==> config.mk <==
export PLATFORM = sky130hd
export DESIGN_NAME = hdr_cmd_sequencer
export DESIGN_NICKNAME = d
export VERILOG_FILES = /design/src/rtl/hdr_cmd_sequencer.sv
export SDC_FILE = /design/constraint.sdc
export NUM_CORES = 1
export LEC_CHECK = 0
export BUFFER_PORTS_ARGS = -buffer_cell sky130_fd_sc_hd__buf_4
export CAP_MARGIN = 40
export CORE_MARGIN = 4
export CORE_UTILIZATION = 50
export CTS_BUF_LIST = sky130_fd_sc_hd__clkbuf_2 sky130_fd_sc_hd__clkbuf_4 sky130_fd_sc_hd__clkbuf_8
export DETAILED_ROUTE_END_ITERATION = 6
export PLACE_DENSITY = 0.72
export RECOVER_POWER = 50
export SYNTH_ARGS = -nofsm -noshare
export SYNTH_HDL_FRONTEND = slang
export SYNTH_SLANG_ARGS = --single-unit
export TNS_END_PERCENT = 1
==> constraint.sdc <==
create_clock -name i_sys_clk -period 2.6 [get_ports i_sys_clk]
set_clock_uncertainty 0.05 [all_clocks]
set_input_delay 0.52 -clock i_sys_clk [delete_from_list [all_inputs] [get_ports i_sys_clk]]
set_output_delay 0.52 -clock i_sys_clk [all_outputs]
set_load 0.02 [all_outputs]
==> src/rtl/hdr_cmd_sequencer.sv <==
// HDR command sequencer: descriptor FIFO in front of an issue FSM that holds the
// engine config for a setup window, then enables the engine and chains restart segments.
//
// state  | meaning
// IDLE   | waiting for an issuable descriptor at the FIFO head
// SETUP  | config presented, enable held low for SETUP_CYC cycles
// RUN    | engine enabled; lookahead config shown while current TOC=0
// FLUSH  | after a timeout, drop queued entries up to and including a TOC=1
module hdr_cmd_sequencer #(
  parameter int DEPTH       = 4,
  parameter int SETUP_CYC   = 2,
  parameter int TIMEOUT_CYC = 1000
) (
  input  logic                     i_sys_clk,
  input  logic                     i_sys_rst,
  input  logic                     i_push_valid,
  output logic                     o_push_ready,
  input  logic                     i_push_cp,
  input  logic                     i_push_toc,
  input  logic [2:0]               i_push_mode,
  input  logic [3:0]               i_push_tid,
  input  logic                     i_seg_done,
  input  logic                     i_hdr_done,
  output logic                     o_hdr_en,
  output logic                     o_cp,
  output logic                     o_toc,
  output logic [2:0]               o_mode,
  output logic [3:0]               o_tid,
  output logic                     o_cmd_done,
  output logic                     o_cmd_err,
  output logic [3:0]               o_cmd_tid,
  output logic                     o_busy,
  output logic [$clog2(DEPTH):0]   o_fifo_level
);

  localparam int AW = $clog2(DEPTH);
  localparam int LW = AW + 1;
  localparam int SW = $clog2(SETUP_CYC + 1);
  localparam int TW = $clog2(TIMEOUT_CYC + 1);
  localparam logic [SW-1:0] SETUP_LOAD = SW'(SETUP_CYC - 1);
  localparam logic [TW-1:0] TMO_LOAD   = TW'(TIMEOUT_CYC - 1);

  typedef struct packed {
    logic       cp;
    logic       toc;
    logic [2:0] mode;
    logic [3:0] tid;
  } desc_t;

  typedef enum logic [1:0] {ST_IDLE, ST_SETUP, ST_RUN, ST_FLUSH} state_t;

  desc_t           mem_q [DEPTH];
  logic [AW-1:0]   wr_ptr_q, rd_ptr_q, rd_ptr_d;
  logic [LW-1:0]   level_q, level_d;
  desc_t           push_desc, head, head_nxt, cur_q, cur_nxt, cfg_nxt;
  logic            push, pop, cfg_load;
  state_t          state_q;
  logic [SW-1:0]   setup_cnt_q;
  logic [TW-1:0]   tmo_cnt_q;

  assign o_push_ready = (level_q != LW'(DEPTH));
  assign push         = i_push_valid & o_push_ready;
  assign push_desc    = {i_push_cp, i_push_toc, i_push_mode, i_push_tid};
  assign head         = mem_q[rd_ptr_q];
  assign rd_ptr_d     = pop ? rd_ptr_q + AW'(1) : rd_ptr_q;
  assign o_fifo_level = level_q;
  assign o_busy       = (state_q != ST_IDLE);

  // Head after this edge: a write landing at the new read pointer is the new head.
  assign head_nxt = (push && (wr_ptr_q == rd_ptr_d)) ? push_desc : mem_q[rd_ptr_d];
  assign cur_nxt  = (state_q == ST_RUN && pop) ? head : cur_q;

  always_comb begin
    level_d = level_q;
    if (push && !pop) begin
      level_d = level_q + LW'(1);
    end else if (pop && !push) begin
      level_d = level_q - LW'(1);
    end
  end

  always_comb begin
    pop = 1'b0;
    unique case (state_q)
      ST_IDLE:  pop = (level_q != '0) && (head.toc || (level_q >= LW'(2)));
      ST_RUN:   pop = !cur_q.toc && i_seg_done && (level_q != '0);
      ST_FLUSH: pop = (level_q != '0);
      default:  pop = 1'b0;
    endcase
  end

  // A restart segment shows its successor; hold the last shown config if none is queued.
  always_comb begin
    cfg_nxt  = cur_nxt;
    cfg_load = 1'b1;
    if (!cur_nxt.toc) begin
      cfg_nxt  = head_nxt;
      cfg_load = (level_d != '0);
    end
  end

  always_ff @(posedge i_sys_clk) begin
    if (push) begin
      mem_q[wr_ptr_q] <= push_desc;
    end
  end

  always_ff @(posedge i_sys_clk) begin
    if (i_sys_rst) begin
      wr_ptr_q <= '0;
      rd_ptr_q <= '0;
      level_q  <= '0;
    end else begin
      if (push) begin
        wr_ptr_q <= wr_ptr_q + AW'(1);
      end
      rd_ptr_q <= rd_ptr_d;
      level_q  <= level_d;
    end
  end

  always_ff @(posedge i_sys_clk) begin
    if (i_sys_rst) begin
      state_q     <= ST_IDLE;
      cur_q       <= '0;
      setup_cnt_q <= '0;
      tmo_cnt_q   <= '0;
      o_hdr_en    <= 1'b0;
      o_cmd_done  <= 1'b0;
      o_cmd_err   <= 1'b0;
      o_cp        <= 1'b0;
      o_toc       <= 1'b1;
      o_mode      <= 3'd6;
      o_tid       <= '0;
      o_cmd_tid   <= '0;
    end else begin
      o_cmd_done <= 1'b0;
      o_cmd_err  <= 1'b0;
      unique case (state_q)
        ST_IDLE: begin
          if (pop) begin
            cur_q       <= head;
            o_cp        <= head.cp;
            o_toc       <= head.toc;
            o_mode      <= head.mode;
            o_tid       <= head.tid;
            setup_cnt_q <= SETUP_LOAD;
            state_q     <= ST_SETUP;
          end
        end
        ST_SETUP: begin
          if (setup_cnt_q == '0) begin
            o_hdr_en  <= 1'b1;
            tmo_cnt_q <= TMO_LOAD;
            state_q   <= ST_RUN;
            if (cfg_load) begin
              o_cp   <= cfg_nxt.cp;
              o_toc  <= cfg_nxt.toc;
              o_mode <= cfg_nxt.mode;
            end
          end else begin
            setup_cnt_q <= setup_cnt_q - SW'(1);
          end
        end
        ST_RUN: begin
          if (cur_q.toc && i_hdr_done) begin
            o_hdr_en   <= 1'b0;
            o_cmd_done <= 1'b1;
            o_cmd_tid  <= cur_q.tid;
            state_q    <= ST_IDLE;
          end else if (i_seg_done || (tmo_cnt_q != '0)) begin
            tmo_cnt_q <= i_seg_done ? TMO_LOAD : tmo_cnt_q - TW'(1);
            if (pop) begin
              cur_q <= head;
              o_tid <= head.tid;
            end
            if (cfg_load) begin
              o_cp   <= cfg_nxt.cp;
              o_toc  <= cfg_nxt.toc;
              o_mode <= cfg_nxt.mode;
            end
          end else begin
            o_hdr_en  <= 1'b0;
            o_cmd_err <= 1'b1;
            o_cmd_tid <= cur_q.tid;
            state_q   <= cur_q.toc ? ST_IDLE : ST_FLUSH;
          end
        end
        ST_FLUSH: begin
          if (pop && head.toc) begin
            state_q <= ST_IDLE;
          end
        end
        default: state_q <= ST_IDLE;
      endcase
    end
  end

endmodule

[Yosys cells after proc, flatten, opt, wreduce, memory -nomap -nowiden]
Memories as Yosys holds them, arrays and structs flattened. A register that Yosys moved wholly into a read port is not among the register bits.
Index checks and enable logic that the tools add are counted.
Operators by class
  bitwise gates (word level): 2
  magnitude comparators: 1
  equality and inequality tests: 13
  $add $sub $neg: 6
  multiplexer cells: 59
  reduce and logical (&&, ||, !) cells: 33
Operator list (count)
  9-bit 2-to-1 mux: 6
  10-bit 2-to-1 mux: 4
  3-bit 2-to-1 mux: 7
  4-bit 2-to-1 mux: 5
  10-bit one-hot mux with 2 select lines: 1
  1-bit 2-to-1 mux: 18
  2-bit 2-to-1 mux: 9
  9-bit one-hot mux with 2 select lines: 1
  2-bit != test, second input constant: 6
  10-bit nonzero test: 1
  10-bit by 1-bit subtractor with 10-bit output, second input constant: 1
  1-bit logical AND: 9
  1-bit one-hot mux with 3 select lines: 3
  3-bit one-hot mux with 3 select lines: 1
  3-bit AND reduction: 3
  3-bit nonzero test: 3
  2-bit one-hot mux with 4 select lines: 1
  4-bit one-hot mux with 2 select lines: 1
  4-bit AND reduction: 2
  2-bit nonzero test: 4
  3-bit != test, second input constant: 2
  5-bit AND reduction: 1
  2-bit by 1-bit adder with 2-bit output, second input constant: 2
  2-bit == test, second input constant: 2
  other kinds (17): 21
Word-level totals
  memories kept: 1
  input bits: 14
  register bits after elaboration: 46
  RAM bits: 36
  output and inout port bits: 21
Memories
  mem_q: depth 4, bits a word 9, rd ports 2, clocked after Yosys merged registers in 1, write ports 1, line 52  | desc_t mem_q [DEPTH];

[Longest topological paths before layout]
Gate-level depths: netlist (run 1).
  word-level depth: 13
  depth in mapped cells: 10
  depth with buffers taken out: 9

[Worst setup path before layout (run 1)]
OpenSTA, ideal clock, no wires.
  path type: flip-flop to flip-flop
  start point: reg level_q[0] (netlist: o_fifo_level[0])
  end point: reg o_toc
  setup slack: -0.322 ns
  data arrival time: 2.750 ns
  required time: 2.428 ns
  library setup time: 0.122 ns
  cell stages (with the launch flop): 10
  path buffers: 0
  path through: dfxtp_1 > inv_1 > ha_1 > or4_1 > or3_4 > nand2_4 > mux2i_1 > or2_1 > a21oi_1 > a311o_1
On the way
  cells in the longest elaborated chain, start to end: 13
  elaborated cells on any way between the ends: 33
RTL lines
  start: declaration: line 54  | logic [LW-1:0] level_q, level_d;
  start signal: assignment: line 118  | level_q <= level_d;
  branches (longest 13 deep; another with memory read 4 x 9 bit)
  end signal: assignment: line 144  | o_toc <= head.toc;
  end signal: assignment: line 158  | o_toc <= cfg_nxt.toc;
  end signal: assignment: line 179  | o_toc <= cfg_nxt.toc;
  end: declaration: line 26  | output logic o_toc,
Several ways; the timed one is not identified. The select of a mux whose other input is x is not followed.
A chain may end at the register's enable or synchronous reset.

[Final worst setup path (run 1)]
  start point: reg level_q[0] (netlist: o_fifo_level[0])
  end point: reg o_cp
On the way
  cells in the longest elaborated chain, start to end: 13
  elaborated cells on any way between the ends: 33
RTL lines
  branches (longest 13 deep; another with memory read 4 x 9 bit)
  end signal: assignment: line 143  | o_cp <= head.cp;
  end signal: assignment: line 157  | o_cp <= cfg_nxt.cp;
  end signal: assignment: line 178  | o_cp <= cfg_nxt.cp;
  end: declaration: line 25  | output logic o_cp,
Several ways; the timed one is not identified. The select of a mux whose other input is x is not followed.

==> results of run 1 <==
-- state kept, by name, summed over array words and instances (netlist names) --
name and count:
mem_q 36, tmo_cnt_q 10, cur_q 5, o_cmd_tid 4, o_tid 4, o_fifo_level 3, o_mode 3, rd_ptr_q 2
setup_cnt_q 2, state_q 2, wr_ptr_q 2, o_cmd_done 1, o_cmd_err 1, o_cp 1, o_hdr_en 1, o_toc 1
-- final cells by class --
cell class                      count  area (µm²)
Inverter                           22        85.1
Tap cell                          102         128
Multi-Input combinational cell    259        2060
Clock buffer                        9         124
Sequential cell                    78        1930
Timing Repair Buffer               84         601
Clock inverter                      7        48.8
Fill cell                         651        2800
-- worst paths after layout --
check	end	slack [ns]	cells after the start
max	o_cp	-0.08	10
min	mem_q[1][3]	0.39	1
max reg2reg	o_cp	-0.08	10
min reg2reg	setup_cnt_q[1]	0.42	2
-- metrics by stage --
stage	cells	hold slack, ns
6_report	561	0.386
5_1_grt	561	0.388
2_1_floorplan	374	0.382
4_1_cts	558	0.306
3_3_place_gp	535	0.391
3_5_place_dp	535	0.411
-- cells by family after synthesis --
family / synth area share (%)
XOR/XNOR: 1.71
AO/OA/AOI/OAI: 14.4
adder cells (fa/ha/maj): 4.92
multiplexers: 9.96
AND/OR/NAND/NOR: 17.1
flip-flops: 47.8
buffers and inverters: 4.08
-- synth_stat cells (2+ instances only) --
cell and instances:
o31ai_1 2, clkbuf_1 7, nand2_1 18, and2_1 11, xnor2_1 6, or4_1 2
a211oi_1 5, buf_2 2, edfxtp_1 36, inv_1 22, or3_1 4, nor2_1 43
a22o_1 2, nand2b_1 6, mux2_2 2, o211ai_1 3, mux2i_1 16, mux4_2 9
a21oi_1 19, nor2b_1 2, nor3_4 2, a311oi_1 9, nor4_1 5, dfxtp_1 42
ha_1 15, nor3_1 7, buf_4 4, nand3_1 14, and3_1 6, a32oi_1 2
o21ai_0 14, a31oi_1 4
-- repair_timing --
item | CTS | global route
setup buffers | 7 | 3
pin swaps | 14 | 10
setup endpoints to repair | 7 | 17
gates resized for setup | 8 | 11
-- power groups by stage --
stage	clock [mW]	sequential, mW	combinational [mW]
finish	0.803	1.74	3.77
global placement	0	1.74	3.32
global route	0.878	1.77	4.10
CTS	0.824	1.74	3.59
detailed placement	0	1.76	3.39
floorplan	0	1.78	2.19
-- layer usage --
| metal | vias to the layer above | wire length [µm] |
|---|---|---|
| li1 | 1553 | - |
| met1 | 1506 | 4120 |
| met2 | 79 | 4700 |
| met3 | 11 | 430 |
| met4 | 0 | 77 |
| met5 | - | 0 |
==> run metrics, run 1 <==
status finished, violations left; failing checks setup timing; total negative slack -0.304 ns; DP HPWL 6810 µm; number of synthesized register bits 78; Worst Slack Setup Final -0.0825 ns; Comb pwr share between 50% and 60%; vias in the first global route 3079; vias per inst between 5 and 6; pin count of the biggest net entering global routing 41; Yosys top cell area share 26.9%; Netlist Area Pre-Place around 4000 µm²; Hold Vio Cnt, Final 0; CP cell instances inv_4, ha_4, or4_4, or3_4, buf_12, nand4_4, nand2_4, mux2_2, o211ai_1, a311oi_2; number of synthesized flops with an enable pin 36; initial antenna violation count 0; Seq/Total Area, Yosys approximately 48%; Post-Synthesis Cells roughly 370; dpl ws -0.0698 ns; DR iter-0 viols around 240; delay-heaviest family, CP simple AND/OR/NAND/NOR gates; reg-to-reg critical path startpoint o_fifo_level[0]; diode count 0; Critical Path RT 2.77 ns; most frequent cells in the layout 50 x buf_4, 43 x nor2_1, 39 x dfxtp_1, 36 x edfxtp_1, 28 x clkbuf_1; final core utilization between 60 and 70%; Die ar. ~9500 µm²; Power Total 6.31 mW; die height 97.7 µm; grt total ovfl 0; clk sink count 78; Max-cap violations 0; worst-path maximum fanout 4; Mapped Avg Cell Area 10.7 µm²; Clock Latency Late Sink 0.34 ns; Post-route DRC 0; Wirelength per Cell between 15 and 20 µm; Synth Flop Type dfxtp_1; Peak VDD IR approximately 0.00065 V; period utilization 103%; area delta synth->final 23.7%; CP Launch Point o_fifo_level[0]; core area slightly below 8000 µm²; total track usage 19.7%; total CTS buffers 9; ys async rst share 0%; worst path bufs/invs 2; critical path type reg -> reg; Placement Cell Area 4720 µm²; Initial Util 51.8%; slew margin rel. between 50% and 60%; Clk pwr share 12.7%; RSZ-0062 raised after global routing true; worst hold start i_push_tid[3]; PwrDens 1270 nW/µm²; remaining antenna violation count 0; sequential share of power 27.5%; met3 usage 4.38%; Clk pin slew, worst setup/hold paths 0.08 ns; HP Class in -> reg; Int Power ~3.7 mW; Yosys warning total 0; fmax about 370 MHz; layout cells sized above 1 25.7%; GP Congestion about 0.9; leak pwr roughly 1.8 nW; biggest area consumer among synthesized cells edfxtp_1; Post-CTS Hold Buffers 0; synthesized net count 403; crit end category flip-flop; Arr. time, crit path 2.85 ns; nets@finish 483; Initial DRT Pass Iterations 4; Switching Fraction 41.0%; most common cell after layout, fill and taps aside buf_4; # IOs 35; Unique masters post-synth 65; setup-violating endpoint count in the final report 5; Synth area leaders edfxtp_1 27%, dfxtp_1 21%, mux4_2 5.0%, ha_1 4.7%, nor2_1 4.0%; met2 Use GR 33.2%; Port Buffers 34; Worst path slowest cell or4_4; global route hottest layer met2; htree depth 3; Tmin final 2.68 ns; Design Area, Final 4970 µm²; worst-margin pin slew around 0.62 ns; drt total wl 9330 µm; Setup crit start kind flip-flop; fin. max-slew vios 0; Core Rows 32; Vias 3149; first-pass GRT wire length 15200 µm; clock buffer depth 2; CTS Root Cell clkbuf_8; TritonCTS clock tree done; NetSw around 2.6 mW; Die W 97.7 µm; Largest stage delay, worst path ~0.54 ns; met1 Track Usage GR a little over a quarter
(Power assumes the default switching activity.)
==> run 2: changes to the inputs <==
- CORE_UTILIZATION: 50 -> 46
- PLACE_DENSITY: 0.72 -> 0.68
==> run 2 against run 1 <==
Worst hold slack improved by 0.0034 ns. Non-clock buffer count fell by 5. Critical endpoint is now o_mode[0]. Sequential cell count did not move. Critical path depth rose by 1. Sequential share of layout area rose by 0.66 points. Final cell count fell by 0.36%. Die area rose by 8.0%. Sequential power barely moved. The run still ends with setup timing left. Clock-buffer cell count rose by 1. Largest power group unchanged. Register-to-register slack improved by 0.05 ns. Wire length fell by 0.85%.
==> run metrics, run 2 (synthesis results as in run 1) <==
status finished, violations left; failing checks setup timing; vias in the first global route slightly above 3000; period utilization 101%; leak pwr between 1.5 and 2 nW; diode count 0; layout cells sized above 1 between 20% and 30%; CTS Root Cell clkbuf_8; core area 8340 µm²; first-pass GRT wire length 15200 µm; Hold Path Cell Cnt 1; Vias between 3000 and 4000; htree depth 3; max reg flops 36; total CTS buffers 9; Arr. time, crit path ~2.8 ns; most common cell after layout, fill and taps aside buf_4; r2r setup slk -0.04 ns; worst path bufs/invs 3; clock buffer depth 2; fin. max-slew vios 0; GP Congestion about 0.85; Largest regs mem_q (36), tmo_cnt_q (10), cur_q (5); Design Area, Final 4890 µm²; die height 101 µm; total track usage between 10% and 20%; Hold Vio Cnt, Final 0; Port Buffers 34; FILL cells 730; CP cell instances inv_2, buf_4, ha_1, and2b_2, o311ai_4, buf_6, o31ai_4, nand2_2, mux2_4, o211ai_1, a311oi_2; nets@finish 478; Worst path slowest cell o311ai_4; Clock Latency Late Sink ~0.35 ns; Clk pin slew, worst setup/hold paths approximately 0.080 ns; Tmin final 2.64 ns; HP Class in -> reg; Setup crit start kind flip-flop; Largest stage delay, worst path between 0.4 and 0.5 ns; flip-flop and latch area between 1500 and 2000 µm²; Peak VDD IR 0.000622 V; fmax 379 MHz; Crit path depth 11; worst-margin pin slew 0.606 ns; Wirelength per Cell between 15 and 20 µm; Die W slightly above 100 µm; Critical Path RT around 2.8 ns; DR iter-0 viols approximately 160; slew margin rel. 59.5%; most frequent cells in the layout 49 x buf_4, 43 x nor2_1, 38 x dfxtp_1, 36 x edfxtp_1, 28 x clkbuf_1; Placement Cell Area 4690 µm²; Core Rows 33; # IOs 35; clk sink count between 70 and 80; TritonCTS clock tree done; remaining antenna violation count 0; Die ar. 10300 µm²; Post-route DRC 0; area of the multi-input gates 2060 µm²; pin count of the biggest net entering global routing 41; Biggest register mem_q; Reg2Reg Depth 11; RSZ-0062 raised after global routing true; Worst Slack Setup Final -0.0369 ns; area delta synth->final 21.7%; critical path type reg -> reg; crit end category flip-flop; grt total ovfl 0; Initial DRT Pass Iterations 5; initial antenna violation count 0; setup-violating endpoint count in the final report 4; reg-to-reg critical path startpoint state_q[0]; Max-cap violations 0; Initial Util a little under 50%; Power Total 6.02 mW; vias per inst 5.59; CP Launch Point state_q[0]; worst-path maximum fanout 7; drt total wl 9250 µm; DP HPWL 6670 µm; worst hold start i_push_tid[3]; PwrDens approximately 1200 nW/µm²; delay-heaviest family, CP compound AO/OA/AOI/OAI gates
==> run 2: worst reg2reg max path, delay by kind of cell (launching register included) <==
| family | cells | cell delay (ns) |
|---|---|---|
| buffers and inverters | 3 | 0.34 |
| adder cells (fa/ha/maj) | 1 | 0.20 |
| multiplexers | 1 | 0.31 |
| AND/OR/NAND/NOR | 2 | 0.37 |
| AO/OA/AOI/OAI | 4 | 0.91 |
| flip-flops | 1 | 0.36 |
==> run 2: per-layer routing <==
metal | track usage [%] | vias up | wire length, µm
li1 | - | 1530 | -
met1 | 25.7 | 1523 | 4160
met2 | 30.4 | 62 | 4600
met3 | 3.58 | 12 | 402
met4 | 5.11 | 0 | 78
met5 | 0 | - | 0
==> run 2: path summary, 6_finish.rpt <==
| kind | end |
|---|---|
| worst max-delay path | o_mode[0] |
| worst max register to register | o_mode[0] |
| worst min-delay path | mem_q[2][3] |
| worst min register to register | setup_cnt_q[1] |
==> run 2: cell type report <==
cell class                      instances  area share (%)
Timing Repair Buffer                   79            10.3
Multi-Input combinational cell        259            42.2
Inverter                               22            1.74
Sequential cell                        78            39.5
Clock inverter                          6           0.921
Tap cell                              105            2.69
Clock buffer                           10            2.69
==> run 2: timing repair <==
action,4_1_cts,5_1_grt
setup endpoints to repair,6,12
pin swaps,5,8
gates resized for setup,10,13
hold buffers,0,0
buffers inserted,3,3
==> run 2: stage by stage <==
step	hold WS (ns)	instances	util [%]	TNS [ns]	setup slack, ns
3_5_place_dp	0.394	537	56.2	-0.192	-0.0826
2_1_floorplan	0.382	374	-	0	0.00545
5_1_grt	0.388	559	58.7	-0.598	-0.137
6_report	0.389	559	58.7	-0.119	-0.0369
3_3_place_gp	0.393	537	56.2	-0.0492	-0.0188
4_1_cts	0.304	556	59.2	-0.0723	-0.0444
==> run 2: power breakdown <==
| part | switching (mW) | internal [mW] | leakage [nW] |
|---|---|---|---|
| combinational | 1.87 | 1.59 | 1.05 |
| sequential | 0.185 | 1.56 | 0.676 |
| clock | 0.462 | 0.364 | 0.0906 |
| total | 2.52 | 3.51 | 1.82 |
